File: config.mk
export PLATFORM = sky130hd
export DESIGN_NAME = i2c_slave_bridge
export DESIGN_NICKNAME = d
export VERILOG_FILES = /design/src/rtl/i2c_pkg.sv /design/src/rtl/i2c_sync_edge.sv /design/src/rtl/i2c_slave_bridge.sv
export SDC_FILE = /design/constraint.sdc
export NUM_CORES = 1
export LEC_CHECK = 0
export ABC_AREA = 1
export CORE_UTILIZATION = 61
export CTS_BUF_LIST = sky130_fd_sc_hd__clkbuf_4
export CTS_CLUSTER_DIAMETER = 100
export DETAILED_ROUTE_END_ITERATION = 8
export PLACE_DENSITY = 0.95
export SETUP_SLACK_MARGIN = 0.15
export SLEW_MARGIN = 10
export SYNTH_ARGS = -nofsm -noshare
export SYNTH_HDL_FRONTEND = slang
export SYNTH_HIERARCHICAL = 1
export SYNTH_SLANG_ARGS = --single-unit
File: constraint.sdc
create_clock -name clk -period 5.5 [get_ports clk]
set_input_delay 0.55 -clock clk [delete_from_list [all_inputs] [get_ports clk]]
set_output_delay 0.55 -clock clk [all_outputs]
set_load 0.01 [all_outputs]
File: src/rtl/i2c_pkg.sv
// rtl/i2c_pkg.sv - shared types and constants for the I2C target bridge
package i2c_pkg;

  localparam int I2C_ADDR_W = 7;
  localparam int I2C_BYTE_W = 8;

  localparam logic I2C_RW_READ = 1'b1;
  localparam logic I2C_ACK     = 1'b0;

  typedef enum logic [3:0] {
    IDLE,
    ADDR,
    ADDR_ACK,
    PTR,
    PTR_ACK,
    WDATA,
    WDATA_ACK,
    RDATA,
    RDATA_ACK,
    WAIT
  } i2c_state_e;

endpackage

File: src/rtl/i2c_sync_edge.sv
// rtl/i2c_sync_edge.sv - two-flop synchronizer with rise/fall detect for a bus pin
module i2c_sync_edge (
  input  logic clk,
  input  logic rst_b,
  input  logic d,
  output logic q,
  output logic rise,
  output logic fall
);

  logic meta;
  logic prev;

  // Reset to the idle-high bus level so no edge is seen when reset releases.
  always_ff @(posedge clk or negedge rst_b) begin
    if (!rst_b) begin
      meta <= 1'b1;
      q    <= 1'b1;
      prev <= 1'b1;
    end else begin
      meta <= d;
      q    <= meta;
      prev <= q;
    end
  end

  assign rise = q & ~prev;
  assign fall = ~q & prev;

endmodule

File: src/rtl/i2c_slave_bridge.sv
// rtl/i2c_slave_bridge.sv - I2C target that turns bus transfers into register reads/writes
module i2c_slave_bridge
  import i2c_pkg::*;
#(
  parameter logic [I2C_ADDR_W-1:0] SLV_ADDR = 7'h50,
  parameter int                    PTR_W    = 8
) (
  input  logic                  clk,
  input  logic                  rst_b,
  input  logic                  scl_i,
  input  logic                  sda_i,
  output logic                  sda_oe,
  output logic                  wr_en,
  output logic [PTR_W-1:0]      wr_addr,
  output logic [I2C_BYTE_W-1:0] wr_data,
  output logic [PTR_W-1:0]      rd_addr,
  input  logic [I2C_BYTE_W-1:0] rd_data,
  output logic                  busy
);

  logic scl_q, scl_rise, scl_fall;
  logic sda_q, sda_rise, sda_fall;
  logic start_det, stop_det;

  i2c_state_e            state;
  logic [3:0]            bit_cnt;
  logic [I2C_BYTE_W-1:0] shreg;
  logic                  rw;
  logic [PTR_W-1:0]      ptr;
  logic                  inc_ptr;

  i2c_sync_edge u_scl (.clk(clk), .rst_b(rst_b), .d(scl_i), .q(scl_q), .rise(scl_rise), .fall(scl_fall));
  i2c_sync_edge u_sda (.clk(clk), .rst_b(rst_b), .d(sda_i), .q(sda_q), .rise(sda_rise), .fall(sda_fall));

  // SCL high in both samples is scl_q with no rising edge this cycle.
  assign start_det = sda_fall & scl_q & ~scl_rise;
  assign stop_det  = sda_rise & scl_q & ~scl_rise;

  assign rd_addr = ptr;

  always_ff @(posedge clk or negedge rst_b) begin
    if (!rst_b) begin
      state   <= IDLE;
      bit_cnt <= '0;
      shreg   <= '0;
      rw      <= 1'b0;
      ptr     <= '0;
      inc_ptr <= 1'b0;
      sda_oe  <= 1'b0;
      wr_en   <= 1'b0;
      wr_addr <= '0;
      wr_data <= '0;
      busy    <= 1'b0;
    end else begin
      wr_en   <= 1'b0;
      inc_ptr <= 1'b0;
      if (inc_ptr) ptr <= ptr + PTR_W'(1);

      if (stop_det) begin
        state   <= IDLE;
        sda_oe  <= 1'b0;
        busy    <= 1'b0;
        bit_cnt <= '0;
      end else if (start_det) begin
        state   <= ADDR;
        sda_oe  <= 1'b0;
        bit_cnt <= '0;
      end else begin
        case (state)
          ADDR, PTR, WDATA: begin
            // bit_cnt[3] marks a complete byte waiting for the ACK-driving fall.
            if (scl_rise && !bit_cnt[3]) begin
              shreg   <= {shreg[I2C_BYTE_W-2:0], sda_q};
              bit_cnt <= bit_cnt + 4'd1;
              if (state == ADDR && bit_cnt == 4'd7) begin
                rw <= sda_q;
                if (shreg[I2C_ADDR_W-1:0] != SLV_ADDR) state <= WAIT;
              end
            end else if (scl_fall && bit_cnt[3]) begin
              sda_oe  <= 1'b1;
              bit_cnt <= '0;
              if (state == ADDR) begin
                busy  <= 1'b1;
                state <= ADDR_ACK;
              end else if (state == PTR) begin
                ptr   <= PTR_W'(shreg);
                state <= PTR_ACK;
              end else begin
                wr_en   <= 1'b1;
                wr_addr <= ptr;
                wr_data <= shreg;
                inc_ptr <= 1'b1;
                state   <= WDATA_ACK;
              end
            end
          end
          ADDR_ACK: begin
            if (scl_fall) begin
              bit_cnt <= '0;
              if (rw == I2C_RW_READ) begin
                shreg  <= rd_data;
                sda_oe <= ~rd_data[I2C_BYTE_W-1];
                state  <= RDATA;
              end else begin
                sda_oe <= 1'b0;
                state  <= PTR;
              end
            end
          end
          PTR_ACK, WDATA_ACK: begin
            if (scl_fall) begin
              sda_oe  <= 1'b0;
              bit_cnt <= '0;
              state   <= WDATA;
            end
          end
          RDATA: begin
            if (scl_fall) begin
              if (bit_cnt == 4'd7) begin
                sda_oe  <= 1'b0;
                bit_cnt <= '0;
                state   <= RDATA_ACK;
              end else begin
                shreg   <= {shreg[I2C_BYTE_W-2:0], 1'b0};
                sda_oe  <= ~shreg[I2C_BYTE_W-2];
                bit_cnt <= bit_cnt + 4'd1;
              end
            end
          end
          RDATA_ACK: begin
            // Every transmitted byte advances the pointer; only an ACK continues the read.
            if (scl_rise && !bit_cnt[3]) begin
              inc_ptr <= 1'b1;
              if (sda_q == I2C_ACK) bit_cnt <= 4'd8;
              else                  state   <= WAIT;
            end else if (scl_fall && bit_cnt[3]) begin
              shreg   <= rd_data;
              sda_oe  <= ~rd_data[I2C_BYTE_W-1];
              bit_cnt <= '0;
              state   <= RDATA;
            end
          end
          default: ;
        endcase
      end
    end
  end

endmodule

==> results of run 1 <==
==> registers in the layout (all words and copies together) (netlist names) <==
name and count:
u_sda/prev 1, shreg 8, bit_cnt 4, rd_addr 8, wr_addr 8, sda_oe 1, state 4, wr_en 1
u_scl/meta 1, u_sda/q 1, inc_ptr 1, rw 1, u_scl/prev 1, busy 1, wr_data 8, u_sda/meta 1
u_scl/q 1
==> worst max-delay path by stage <==
| stage | startpoint | endpoint | slack [ns] | cells after the start |
|---|---|---|---|---|
| final | u_scl/q$_DFF_PN1_ | shreg[1]$_DFFE_PN0P_ | 3.25 | 11 |
| after global routing | u_scl/q$_DFF_PN1_ | shreg[3]$_DFFE_PN0P_ | 3.09 | 11 |
| after CTS | u_scl/q$_DFF_PN1_ | shreg[4]$_DFFE_PN0P_ | 3.28 | 11 |
| after detailed placement | u_scl/q$_DFF_PN1_ | shreg[4]$_DFFE_PN0P_ | 3.33 | 11 |
| after global placement | u_scl/q$_DFF_PN1_ | shreg[0]$_DFFE_PN0P_ | 3.43 | 11 |
| after floorplan | u_scl/q$_DFF_PN1_ | shreg[5]$_DFFE_PN0P_ | 3.66 | 11 |
==> power by group <==
group | switching [mW] | internal (mW)
combinational | 0.594 | 0.350
sequential | 0.115 | 0.484
clock | 0.120 | 0.0493
total | 0.829 | 0.883
==> per-stage QoR <==
stage	instances	area (um2)	hold slack, ns
after floorplan	382	2920	0.254
after global placement	467	3320	0.347
after detailed placement	467	3320	0.347
after CTS	475	3370	0.366
after global routing	476	3390	0.150
final	476	3390	0.133
==> cells by family after synthesis <==
| family | after synthesis |
|---|---|
| and+or+nand+nor | 229 |
| AOI/OAI and AO/OA | 53 |
| DFF | 51 |
| buffers and inverters | 42 |
| xor gates and xnor gates | 5 |
| adders and majority gates | 2 |
==> cell type report <==
type                    instances  share of cell area [%]
multi-input cells             289                    42.8
flip-flops and latches         51                    37.8
clock inverters                 3                   0.590
clock buffers                   5                    1.11
well taps                      52                    1.92
repair buffers                 39                    11.6
inverters                      37                    4.17
==> cell usage in the layout (no fill, tap or decap), drive strengths merged, types with 2 or more instances in the layout <==
cell type      count
o211ai             2
nor3               3
clkdlybuf4s50     37
clkbuf             5
dfrtp             45
ha                 2
inv               36
a21oi              4
nand3             29
or2                2
o21bai             4
nand4              2
dfstp              6
buf                2
nor2              53
xor2               5
clkinv             3
o21ai             40
nand2            138
==> synth_stat cells, types with 4 or more instances <==
| cell type | number | share of area [%] |
|---|---|---|
| dfstp_2 | 6 | 5.4 |
| nor2_1 | 44 | 5.7 |
| dfrtp_1 | 45 | 39 |
| inv_1 | 28 | 3.6 |
| nor2_2 | 8 | 1.7 |
| nand2_1 | 123 | 16 |
| nand3_1 | 25 | 4.3 |
| nand2_2 | 10 | 2.1 |
| o21ai_0 | 25 | 4.3 |
| inv_2 | 7 | 0.90 |
| o21ai_2 | 12 | 3.6 |
| xor2_1 | 5 | 1.5 |
| nand3_2 | 4 | 1.4 |
| o21bai_1 | 4 | 1.0 |
| nand2_4 | 5 | 1.9 |
==> critical path, stage by stage, from the launching register on <==
cell,delay [ns]
dfstp_2,0.60
inv_1,0.05
nor2_1,0.23
inv_2,0.09
nand3_2,0.12
nand2_2,0.19
inv_2,0.14
o21ai_1,0.09
nor2_2,0.39
nand2_4,0.14
nand2_1,0.08
nand2_1,0.06
==> metal layers <==
layer	GRT usage (%)	vias up	share of wire (%)
met2	51.7	108	50
met4	10.2	0	3.0
met3	5.41	27	5.7
met1	36.5	1248	41
met5	0	-	0
li1	-	1297	-
==> qor.csv, run 1 <==
stage;metric;value;unit
synth;ys_warn_count;6;
route;dr.pass1.iters;9;
floorplanning;die_w;71.2;um
pwr;ir_worst_vdd;0.000307;V
cells_and_area;num-nets-final;437;
cts;cts.htree.levels;2;
critical_path;crit_type;reg -> reg;
synth;synth_xor_area_share;1.50;%
route;drt_iter0_drc;289;
timing;period_share;41.0;%
critical_path;worstPathArrival;2.53;ns
global_route;overflow;0;
pwr;power.density;504;mW/mm2
synth;ys_seq_area_share;44.0;%
global_route;gr-usage-all-layers;29.5;%
synth;yosys_most_used_dff;dfrtp_1;
synth;ys_types;34;
timing;setup_viol;0;
synth;synthSimpleGateAreaFrac;35.5;%
cells_and_area;seq_area;0.00128;mm2
cts;cts_buffer_depth;2;
synth;avgSynthCellArea;7.64;um2
timing;rsz0062_at_grt;no;
cells_and_area;diodes;0;
run_status;violations;DRC;
cts;cts_root_buffer;clkbuf_4;
synth;syn_inst;382;
timing;layout_setup_ws;3.25;ns
synth;synth_compound_area_share;11.8;%
global_route;grt_max_degree;52;
global_route;grt_pass1_vias;2554;
cts;cts_resized;0;
global_route;grt_pass1_wl;11.7;mm
synth;synth_top_family_by_area;simple AND/OR/NAND/NOR gates;
cts;clk_pin_slew_worst_paths;0.15;ns
synth;muxShareOfSynthArea;0;%
synth;async_reset_ff_share;100;%
cts;post_cts_buffers;0;
cells_and_area;drive_gt1_share;15.8;%
min_path;hp-class;in -> async;
synth;synthAdderAreaFrac;0.857;%
cts;clock-sinks;51;
floorplanning;die_y;71.2;um
cts;cts_tree;yes;
floorplanning;coreArea;0.00447;mm2
place;dp.final_hpwl;5.00;mm
floorplanning;rows;24;
timing;tns;0;ns
place;gp_congestion;0.993;
critical_path;rrSetupSlack;3.25;ns
critical_path;r2r-end;shreg[1]$_DFFE_PN0P_;
synth;synth_nets;396;
cells_and_area;multi_input_area;0.00145;mm2
cells_and_area;n_fill_cell;314;
critical_path;crit_path_start_kind;flip-flop;
critical_path;rr_worst_depth;11;
run_status;status;finished, violations left;
route;vias_per_cell;5.63;
cells_and_area;syn_to_final_growth;16.2;%
critical_path;required;5.78;ns
critical_path;reg2reg_from;u_scl/q$_DFF_PN1_;
place;port_buffers;38;
cts;worstSkewPairLatency;0.38;ns
cts;cts_made_buffers;5;
synth;synth-edff-count;0;
timing;max_freq;444;MHz
route;wl_per_cell;14.2;um
timing;maxSlewHeadroom;62.7;%
timing;fin_skew;0.0151;ns
route;drc;6;
cells_and_area;fin_util;75.9;%
pwr;p_total;1.71;mW
timing;finalHoldViolations;0;
timing;tightest_slew;0.559;ns
cts;hold_buffers;0;
synth;ys_seq_elements;51;
critical_path;worstSetupEndpointType;flip-flop;
place;place_ws;3.33;ns
floorplanning;pin_count;39;
floorplanning;dieArea;0.00507;mm2
route;finalWirelength;6.75;mm
synth;netlist_area;0.00292;mm2
route;antenna_left;0;
global_route;antenna_found_initial;0;
run;max_cap_viol_count;0;
critical_path;path_max_fanout;10;
floorplanning;initial_core_util;65.3;%
pwr;p_leak;1.68;nW
timing;final_max_slew_viol_count;0;
route;vias;2680;
timing;min_period;2.25;ns
Power figures use the tool's default switching activity.
==> run 2: changes to the inputs <==
CORE_UTILIZATION = 57   (was 61)
PLACE_DENSITY = 0.9   (was 0.95)
clock period = 2.15 ns   (was 5.5 ns; I/O delays follow)
==> run 2 against run 1 <==
Effect of this change:
- the run now ends clean
- worst hold slack better by 0.11 ns
- clock power rose to 3.3 times the previous value
- power rose to 2.7 times the previous value
- routed wire length up 2.9%
- count of clock-buffer cells in the layout up 1
- critical endpoint is now bit_cnt[2]$_DFFE_PN0P_
- highest routed layer unchanged
==> qor.csv, run 2 (synthesized netlist as in run 1, its figures left out) <==
stage;metric;value;unit
global_route;grt_pass1_vias;2537;
critical_path;crit_chain;inv_1 -> nor2_2 -> inv_2 -> nand3_2 -> nand2_2 -> buf_4 -> nor2_1 -> nand2_2 -> nand3_2 -> buf_4 -> o21ai_1;
global_route;grt_pass1_wl;11.7;mm
global_route;grt_max_degree;29;
pwr;p_int;2.48;mW
timing;maxSlewHeadroom;67.5;%
timing;period_share;88.1;%
route;vias;2725;
cells_and_area;diodes;0;
cells_and_area;drive_gt1_share;19.2;%
global_route;overflow;0;
cells_and_area;multi_input_area;0.00147;mm2
global_route;antenna_found_initial;0;
critical_path;worst-path-buf-inv;4;
route;drt-met1-wl;2.86;mm
timing;tns;0;ns
floorplanning;rows;25;
place;dpl.cell_count;491;
timing;min_period;1.89;ns
timing;setup_viol;0;
pwr;ir_worst_vdd;0.000880;V
cts;cts_made_buffers;5;
pwr;p_clk_share;12.0;%
critical_path;slowest_stage;dfstp_2;
route;wl_per_cell;13.7;um
timing;layout_setup_ws;0.255;ns
cells_and_area;fin_util;73.8;%
pwr;power.density;1300;mW/mm2
critical_path;worstSetupEndpointType;flip-flop;
cts;cts_tree;yes;
run;max_cap_viol_count;0;
place;port_buffers;38;
timing;holdWs;0.248;ns
cells_and_area;seq_area;0.00128;mm2
route;dr.pass1.iters;5;
critical_path;required;2.41;ns
critical_path;path_max_fanout;9;
cells_and_area;num-nets-final;451;
route;drt_iter0_drc;254;
cells_and_area;layout_common_cells;nand2_1, dfrtp_1, nor2_1;
cells_and_area;layoutNonFillerInstCount;505;
floorplanning;pin_count;39;
place;dpl-instance-area;0.00340;mm2
place;gp_congestion;0.929;
pwr;p_switching;2.15;mW
place;place_ws;0.186;ns
pwr;combPwrFrac;55.2;%
cells_and_area;n_fill_cell;368;
route;drc;0;
cts;cts_root_buffer;clkbuf_4;
floorplanning;dieArea;0.00541;mm2
min_path;hp-class;in -> reg;
floorplanning;die_w;73.6;um
floorplanning;die_y;73.6;um
route;vias_per_cell;5.40;
timing;tightest_slew;0.487;ns
pwr;swShare;46.4;%
cells_and_area;layout_commonest_cell;nand2_1;
floorplanning;initial_core_util;60.6;%
global_route;gr-usage-all-layers;28.5;%
cts;clock-sinks;51;
place;dp.final_hpwl;5.24;mm
route;wl_met2;3.47;mm
pwr;p_leak;1.76;nW
critical_path;worstPathArrival;2.15;ns
critical_path;crit_family;simple AND/OR/NAND/NOR gates;
critical_path;crit_type;reg -> reg;
cells_and_area;post-route-cell-area;0.00355;mm2
cts;clk_pin_slew_worst_paths;0.13;ns
run_status;status;completed;
timing;rsz0062_at_grt;no;
timing;max_freq;528;MHz
pwr;p_total;4.63;mW
timing;final_max_slew_viol_count;0;
cells_and_area;syn_to_final_growth;21.7;%
route;finalWirelength;6.94;mm
route;wl_met3;405;um
critical_path;crit_path_start_kind;flip-flop;
pwr;seq_power_share;32.8;%
cts;cts_buffer_depth;2;
critical_path;crit_path_max_incr_delay;0.58;ns
route;antenna_left;0;
floorplanning;coreArea;0.00482;mm2
timing;finalHoldViolations;0;
cts;cts.htree.levels;2;
route;top_layer_used;met4;
timing;fin_skew;0.0147;ns
cts;worstSkewPairLatency;0.37;ns
==> run 2: cell count changes in the layout (fill, tap and decap cells not counted), sizes merged <==
| cell | before | now |
|---|---|---|
| buf | 2 | 15 |
| clkinv | 3 | 1 |
| bufinv | 0 | 1 |
| clkbuf | 5 | 6 |
| dlygate4sd3 | 0 | 1 |
==> run 2: power by group through the flow <==
stage	Clock [mW]	Combinational [mW]	Sequential, mW
final	0.554	2.56	1.52
after global placement	0	2.35	1.53
after detailed placement	0	2.42	1.54
after floorplan	0	1.64	1.53
after CTS	0.567	2.44	1.52
after global routing	0.607	2.85	1.56
==> run 2: final timing paths <==
check	cells after the start	startpoint	slack (ns)	endpoint
setup reg to reg	11	u_scl/q$_DFF_PN1_	0.26	bit_cnt[2]$_DFFE_PN0P_
setup / recovery	11	u_scl/q$_DFF_PN1_	0.26	bit_cnt[2]$_DFFE_PN0P_
hold / removal	1	scl_i	0.25	u_scl/meta$_DFF_PN1_
max in group asynchronous	3	rst_b	1.21	rw$_DFFE_PN0P_
hold reg to reg	0	u_scl/meta$_DFF_PN1_	0.37	u_scl/q$_DFF_PN1_
min in group asynchronous	2	rst_b	0.35	wr_addr[6]$_DFFE_PN0P_
==> run 2: layout make-up <==
cell class | count | share of cell area, %
Clock inverter | 2 | 1.06
Inverter | 37 | 3.98
Timing Repair Buffer | 53 | 13.8
Multi-Input combinational cell | 289 | 41.4
Clock buffer | 6 | 1.27
Tap cell | 67 | 2.36
Sequential cell | 51 | 36.1
==> run 2: per-layer routing <==
| layer | vias to the layer above | global-route usage [%] |
|---|---|---|
| li1 | 1326 | - |
| met1 | 1256 | 36.2 |
| met2 | 120 | 47.7 |
| met3 | 23 | 4.94 |
| met4 | 0 | 12.4 |
| met5 | - | 0 |
==> run 2: worst reg2reg max path: stages, from the launching register on <==
cell	delay, ns
dfstp_2	0.58
inv_1	0.06
nor2_2	0.17
inv_2	0.07
nand3_2	0.10
nand2_2	0.07
buf_4	0.17
nor2_1	0.13
nand2_2	0.09
nand3_2	0.15
buf_4	0.13
o21ai_1	0.06
==> run 2: timing repair <==
action	in CTS	in global routing
hold buffers	1	0
gates resized for setup	0	5
endpoints found under the hold margin	14	0
endpoints found under the setup margin	0	38
buffers inserted	0	5
